$ cat src/rtl/mem_arb_pkg.sv
// mem_arb_pkg: shared types for the instruction/data memory port arbiter.
// FSM state and transaction owner encodings.
package mem_arb_pkg;

  typedef enum logic [1:0] {
    IDLE,
    ACCESS,
    RESP
  } state_t;

  typedef enum logic {
    OWN_IF,
    OWN_D
  } owner_t;

endpackage

$ cat src/rtl/mem_port_arbiter_if.sv
// mem_port_arbiter_if: core request/response and memory macro signals.
// slave = arbiter side, master = core plus memory side.
interface mem_port_arbiter_if #(
  parameter int ADDR_W = 8,
  parameter int DATA_W = 16
);

  logic              if_req;
  logic [ADDR_W-1:0] if_addr;
  logic [DATA_W-1:0] if_rdata;
  logic              if_valid;
  logic              d_req;
  logic              d_we;
  logic [ADDR_W-1:0] d_addr;
  logic [DATA_W-1:0] d_wdata;
  logic [DATA_W-1:0] d_rdata;
  logic              d_valid;
  logic [ADDR_W-1:0] mem_addr;
  logic [DATA_W-1:0] mem_wdata;
  logic              mem_we;
  logic [DATA_W-1:0] mem_q;
  logic              busy;

  modport slave (
    input  if_req, if_addr,
    input  d_req, d_we, d_addr, d_wdata,
    input  mem_q,
    output if_rdata, if_valid,
    output d_rdata, d_valid,
    output mem_addr, mem_wdata, mem_we,
    output busy
  );

  modport master (
    output if_req, if_addr,
    output d_req, d_we, d_addr, d_wdata,
    output mem_q,
    input  if_rdata, if_valid,
    input  d_rdata, d_valid,
    input  mem_addr, mem_wdata, mem_we,
    input  busy
  );

endinterface

$ cat src/rtl/mem_arb_fair_ctr.sv
// mem_arb_fair_ctr: counts data grants made while a fetch waits.
// sat tells the arbiter the fetch must win the next contended slot.
module mem_arb_fair_ctr #(
  parameter int STARVE_MAX = 4
) (
  input  logic clk,
  input  logic rst,
  input  logic inc,
  input  logic clr,
  output logic sat
);

  localparam int W = $clog2(STARVE_MAX + 1);

  logic [W-1:0] cnt;

  assign sat = (cnt == W'(STARVE_MAX));

  always_ff @(posedge clk or negedge rst) begin
    if (!rst) begin
      cnt <= '0;
    end else if (clr) begin
      cnt <= '0;
    end else if (inc && !sat) begin
      cnt <= cnt + W'(1);
    end
  end

endmodule

$ cat src/rtl/mem_port_arbiter.sv
// mem_port_arbiter: shares one single-port memory between fetch and load/store.
// One transaction at a time; a valid pulse follows the fixed read latency.
module mem_port_arbiter
  import mem_arb_pkg::*;
#(
  parameter int ADDR_W     = 8,
  parameter int DATA_W     = 16,
  parameter int RD_LAT     = 1,
  parameter int STARVE_MAX = 4
) (
  input  logic              clk,
  input  logic              rst,
  mem_port_arbiter_if.slave bus
);

  localparam int CW = $clog2(RD_LAT + 1);

  state_t            state;
  state_t            nxt;
  owner_t            owner;
  logic              store;
  logic [CW-1:0]     cnt;
  logic              sat;
  logic              grant_d;
  logic              grant_if;
  logic              last;
  logic [ADDR_W-1:0] win_addr;
  logic [DATA_W-1:0] win_wdata;

  // Data wins contention unless the fetch has already waited too long.
  assign grant_d   = (state == IDLE) && bus.d_req
                   && (!bus.if_req || !sat);
  assign grant_if  = (state == IDLE) && bus.if_req && !grant_d;
  assign last      = (cnt == CW'(1));
  assign win_addr  = grant_d ? bus.d_addr : bus.if_addr;
  assign win_wdata = grant_d ? bus.d_wdata : '0;
  assign bus.busy  = (state != IDLE);

  mem_arb_fair_ctr #(
    .STARVE_MAX(STARVE_MAX)
  ) u_fair (
    .clk(clk),
    .rst(rst),
    .inc(grant_d && bus.if_req),
    .clr(grant_if),
    .sat(sat)
  );

  always_ff @(posedge clk or negedge rst) begin
    if (!rst) begin
      state <= IDLE;
    end else begin
      state <= nxt;
    end
  end

  always_comb begin
    nxt = state;
    unique case (state)
      IDLE:    if (grant_d || grant_if) nxt = ACCESS;
      ACCESS:  if (last) nxt = RESP;
      RESP:    nxt = IDLE;
      default: nxt = IDLE;
    endcase
  end

  always_ff @(posedge clk or negedge rst) begin
    if (!rst) begin
      owner         <= OWN_IF;
      store         <= 1'b0;
      cnt           <= '0;
      bus.mem_addr  <= '0;
      bus.mem_wdata <= '0;
      bus.mem_we    <= 1'b0;
      bus.if_rdata  <= '0;
      bus.if_valid  <= 1'b0;
      bus.d_rdata   <= '0;
      bus.d_valid   <= 1'b0;
    end else begin
      bus.if_valid <= 1'b0;
      bus.d_valid  <= 1'b0;
      bus.mem_we   <= 1'b0;
      unique case (state)
        IDLE: begin
          if (grant_d || grant_if) begin
            bus.mem_addr  <= win_addr;
            bus.mem_wdata <= win_wdata;
            bus.mem_we    <= grant_d && bus.d_we;
            owner         <= grant_d ? OWN_D : OWN_IF;
            store         <= grant_d && bus.d_we;
            cnt           <= CW'(RD_LAT);
          end
        end
        ACCESS: begin
          cnt <= cnt - CW'(1);
          if (last) begin
            if (owner == OWN_IF) begin
              bus.if_rdata <= bus.mem_q;
              bus.if_valid <= 1'b1;
            end else begin
              if (!store) bus.d_rdata <= bus.mem_q;
              bus.d_valid <= 1'b1;
            end
          end
        end
        default: ;
      endcase
    end
  end

endmodule

$ cat src/flat_wrapper.sv
// flat-port wrapper written by rule: the top's interface ports become plain ports
module mem_port_arbiter_flat import mem_arb_pkg::*;
#(
  parameter int ADDR_W     = 8,
  parameter int DATA_W     = 16,
  parameter int RD_LAT     = 1,
  parameter int STARVE_MAX = 4
)
  (clk, rst, bus_if_req, bus_if_addr, bus_d_req, bus_d_we, bus_d_addr, bus_d_wdata, bus_mem_q, bus_if_rdata, bus_if_valid, bus_d_rdata, bus_d_valid, bus_mem_addr, bus_mem_wdata, bus_mem_we, bus_busy);
  mem_port_arbiter_if #(.ADDR_W(ADDR_W), .DATA_W(DATA_W)) bus_i ();
  input  logic clk;
  input  logic rst;
  input wire logic [$bits(bus_i.if_req)-1:0] bus_if_req;
  input wire logic [$bits(bus_i.if_addr)-1:0] bus_if_addr;
  input wire logic [$bits(bus_i.d_req)-1:0] bus_d_req;
  input wire logic [$bits(bus_i.d_we)-1:0] bus_d_we;
  input wire logic [$bits(bus_i.d_addr)-1:0] bus_d_addr;
  input wire logic [$bits(bus_i.d_wdata)-1:0] bus_d_wdata;
  input wire logic [$bits(bus_i.mem_q)-1:0] bus_mem_q;
  output wire logic [$bits(bus_i.if_rdata)-1:0] bus_if_rdata;
  output wire logic [$bits(bus_i.if_valid)-1:0] bus_if_valid;
  output wire logic [$bits(bus_i.d_rdata)-1:0] bus_d_rdata;
  output wire logic [$bits(bus_i.d_valid)-1:0] bus_d_valid;
  output wire logic [$bits(bus_i.mem_addr)-1:0] bus_mem_addr;
  output wire logic [$bits(bus_i.mem_wdata)-1:0] bus_mem_wdata;
  output wire logic [$bits(bus_i.mem_we)-1:0] bus_mem_we;
  output wire logic [$bits(bus_i.busy)-1:0] bus_busy;
  assign bus_i.if_req = bus_if_req;
  assign bus_i.if_addr = bus_if_addr;
  assign bus_i.d_req = bus_d_req;
  assign bus_i.d_we = bus_d_we;
  assign bus_i.d_addr = bus_d_addr;
  assign bus_i.d_wdata = bus_d_wdata;
  assign bus_i.mem_q = bus_mem_q;
  assign bus_if_rdata = bus_i.if_rdata;
  assign bus_if_valid = bus_i.if_valid;
  assign bus_d_rdata = bus_i.d_rdata;
  assign bus_d_valid = bus_i.d_valid;
  assign bus_mem_addr = bus_i.mem_addr;
  assign bus_mem_wdata = bus_i.mem_wdata;
  assign bus_mem_we = bus_i.mem_we;
  assign bus_busy = bus_i.busy;
  mem_port_arbiter #(.ADDR_W(ADDR_W), .DATA_W(DATA_W), .RD_LAT(RD_LAT), .STARVE_MAX(STARVE_MAX)) u_core (.clk(clk), .rst(rst), .bus(bus_i));
endmodule
$ cat config.mk
export PLATFORM = sky130hd
export DESIGN_NAME = mem_port_arbiter_flat
export DESIGN_NICKNAME = d
export VERILOG_FILES = /design/src/rtl/mem_arb_pkg.sv /design/src/rtl/mem_port_arbiter_if.sv /design/src/rtl/mem_arb_fair_ctr.sv /design/src/rtl/mem_port_arbiter.sv /design/src/flat_wrapper.sv
export SDC_FILE = /design/constraint.sdc
export NUM_CORES = 1
export LEC_CHECK = 0
export BUFFER_PORTS_ARGS = -buffer_cell sky130_fd_sc_hd__buf_4
export CORE_ASPECT_RATIO = 1.2
export CORE_MARGIN = 2
export CORE_UTILIZATION = 44
export CTS_BUF_LIST = sky130_fd_sc_hd__clkbuf_4
export CTS_CLUSTER_DIAMETER = 100
export CTS_CLUSTER_SIZE = 12
export DETAILED_ROUTE_END_ITERATION = 8
export GPL_TIMING_DRIVEN = 1
export PLACE_DENSITY = 0.88
export SLEW_MARGIN = 20
export SYNTH_ARGS = -nofsm -noshare
export SYNTH_HDL_FRONTEND = slang
export SYNTH_SLANG_ARGS = --single-unit
$ cat constraint.sdc
create_clock -name clk -period 1.6 [get_ports clk]
set_input_delay 0.32 -clock clk [delete_from_list [all_inputs] [get_ports clk]]
set_output_delay 0.32 -clock clk [all_outputs]
set_load 0.05 [all_outputs]
==> impl_metrics.env <==
export IMPL_synth_top_family_by_area="multiplexers"
export IMPL_cts_tree="built"
export IMPL_synthMuxAreaShare_pct=13.81
export IMPL_grt_overflow=0
export IMPL_finalWorstPathRequiredPeriod_ns=1.553
export IMPL_mappedNetlistArea_sq_um=2610
export IMPL_drt_wl_total_mm=5.891
export IMPL_synth_edf_count=0
export IMPL_antenna_found_initial=0
export IMPL_start_util_pct=45.75
export IMPL_synth_top_area_cell="dfrtp_1"
export IMPL_min_path_type="primary input to flip-flop"
export IMPL_slew_limit_headroom_pct=68.92
export IMPL_drt_initial_drc_count=70
export IMPL_dp_hpwl_mm=4.305
export IMPL_rows=30
export IMPL_outcome="finished clean"
export IMPL_end_kind="flip-flop"
export IMPL_synthMostInstantiatedCell="dfrtp_1"
export IMPL_synth_fp_nets=227
export IMPL_numCtsBuffers=9
export IMPL_finClkSkew_ns=0.01566
export IMPL_cts_root_buf="clkbuf_4"
export IMPL_core_area_sq_um=5705
export IMPL_die_x_um=74.31
export IMPL_grt_pass1_vias=1922
export IMPL_worst_setup_path_start_kind="flip-flop"
export IMPL_min_period_over_period_pct=97.08
export IMPL_drt_antenna_violating_nets=0
export IMPL_htreeDepth=3
export IMPL_r2r_setup_slack_ns=0.05
export IMPL_antenna_cells=0
export IMPL_synth_seq_area_share_pct=64.24
export IMPL_syn2layout_area_growth_pct=49.42
export IMPL_grt_pass1_wl_mm=8.983
export IMPL_fin_nets=359
export IMPL_yosys_area_share_simple_pct=6.999
export IMPL_synth_area_leaders="dfrtp_1, mux2_2, a22o_1"
export IMPL_fmax_mhz=643.8
export IMPL_ys_warn_count=0
export IMPL_ys_top_cells_by_count="dfrtp_1, mux2_2, a22o_1"
export IMPL_pre_cts_ws_ns=0.06350
export IMPL_synth_seq_cells=67
export IMPL_worstSetupPathType="flip-flop to flip-flop"
export IMPL_worst_slack_ns=0.04669
export IMPL_n_fill_cell=433
export IMPL_setup_viol=0
export IMPL_die_h_um=88.37
export IMPL_clock_sinks=67
export IMPL_drc=0
export IMPL_numPortBuffers=112
export IMPL_syn_avg_cell_area_sq_um=15.17
export IMPL_place_congestion=0.8081
export IMPL_dpl_cell_area_sq_um=3608
export IMPL_async_flop_share_pct=100.0
export IMPL_cp_data_arrival_time_ns=1.82
export IMPL_wl_per_cell_um=15.14
export IMPL_finalMaxSlewViolations=0
export IMPL_hold_slack_ns=0.1573
export IMPL_yosysTopAreaCellShare_pct=64.24
export IMPL_synthFlopType="dfrtp_1"
export IMPL_ioPinCount=113
export IMPL_synth_compound_area_share_pct=11.17
export IMPL_clk_latency_ns=0.38
export IMPL_yosys_cell_types_count=28
export IMPL_grt_max_degree=38
export IMPL_clk_path_buf_depth=2
export IMPL_cap_violations=0
export IMPL_clk_pin_slew_ns=0.11
export IMPL_final_hold_viol_count=0
export IMPL_worst_pin_slew_ns=0.4662
export IMPL_finish_utilization_pct=68.36
export IMPL_cp_max_fo=8
export IMPL_synthXorXnorAreaFrac_pct=0
export IMPL_layout_drive_gt1_share_pct=60.52
export IMPL_fin_area_sq_um=3900
export IMPL_die_area_sq_um=6566
export IMPL_avgViaCountPerCell=5.008
export IMPL_crit_required_ns=1.87
export IMPL_dr_pass1_iters=4
export IMPL_synth_adder_area_share_pct=0.9588
export IMPL_route_vias_total=1948
export IMPL_synth_cells=172
export IMPL_grtUsageTotal_pct=18.10
-- critical path, stage by stage (launching register included) --
cell and delay, ns:
dfrtp_1 0.42, inv_1 0.07, ha_2 0.18, nand3_1 0.09, and3_4 0.19, buf_4 0.16, a221o_1 0.35
-- area by class of cell --
| type | instances | area, sq um | area share, % |
|---|---|---|---|
| flip-flops and latches | 67 | 1679 | 43.05 |
| clock buffers | 10 | 75.07 | 1.925 |
| inverters | 5 | 18.77 | 0.4812 |
| clock inverters | 6 | 137.6 | 3.529 |
| well taps | 80 | 100.1 | 2.567 |
| repair buffers | 129 | 1012 | 25.95 |
| multi-input cells | 92 | 877.1 | 22.49 |
-- sequential cells by signal (all words and copies together) (netlist names) --
register and count:
u_core.bus.mem_wdata 16, u_core.bus.mem_we 1, u_core.bus.d_rdata 16, u_core.u_fair.cnt 3, u_core.state 2, u_core.store 1
u_core.owner 1, u_core.bus.if_rdata 16, u_core.bus.mem_addr 8, u_core.cnt 1, u_core.bus.d_valid 1, u_core.bus.if_valid 1
-- final timing paths --
check | end | cells after the start | startpoint
max | u_core.bus.mem_addr[3] | 6 | u_core.u_fair.cnt[1]
min | u_core.bus.mem_wdata[12] | 2 | bus_d_wdata[12]
max reg2reg | u_core.bus.mem_addr[3] | 6 | u_core.u_fair.cnt[1]
min reg2reg | u_core.bus.mem_wdata[6] | 1 | u_core.bus.mem_wdata[6]
max in group asynchronous | u_core.bus.d_rdata[2] | 3 | rst
min in group asynchronous | u_core.bus.if_rdata[6] | 2 | rst
-- stage by stage --
stage / cells / setup TNS (ns)
2_1_floorplan: 172 / 0
3_3_place_gp: 366 / 0
3_5_place_dp: 366 / 0
4_1_cts: 385 / 0
5_1_grt: 389 / -0.1506
6_report: 389 / 0
-- routing by layer --
layer | share of wire, % | global-route usage [%] | wire length (um)
met5 | 0 | 0 | 0
met4 | 1.4 | 7.468 | 80
met3 | 5.6 | 3.759 | 332
met2 | 53 | 30.68 | 3139
met1 | 40 | 22.49 | 2337
-- placed cells by master (no fill, tap or decap), types with 2 or more instances in the layout --
cell / synthesis / final
a221o_1: 8 / 8
a22o_1: 18 / 18
and2_1: 3 / 3
buf_12: 0 / 3
buf_4: 2 / 124
bufinv_16: 0 / 4
clkbuf_4: 0 / 10
clkinv_4: 0 / 2
dfrtp_1: 67 / 65
dfrtp_2: 0 / 2
inv_1: 5 / 5
mux2_2: 32 / 32
nor3b_1: 9 / 9
o21ai_0: 3 / 3
-- cell families after synthesis --
| logic type | count (synthesis) |
|---|---|
| buf+inv | 13 |
| simple gates | 24 |
| fa+ha+maj | 2 |
| flops | 67 |
| mux | 32 |
| compound gates | 34 |
-- what timing repair did --
| action | in CTS | in global routing |
|---|---|---|
| gates cloned | 0 | 0 |
| endpoints found under the hold margin | 34 | 0 |
| pin swaps | 1 | 4 |
| setup endpoints to repair | 1 | 18 |
| buffers inserted | 2 | 5 |
| resized for setup | 5 | 3 |
| hold buffers | 1 | 0 |
Power is not shown: default switching activity piles up to over one toggle a cycle in this logic, so the estimate is an artifact.
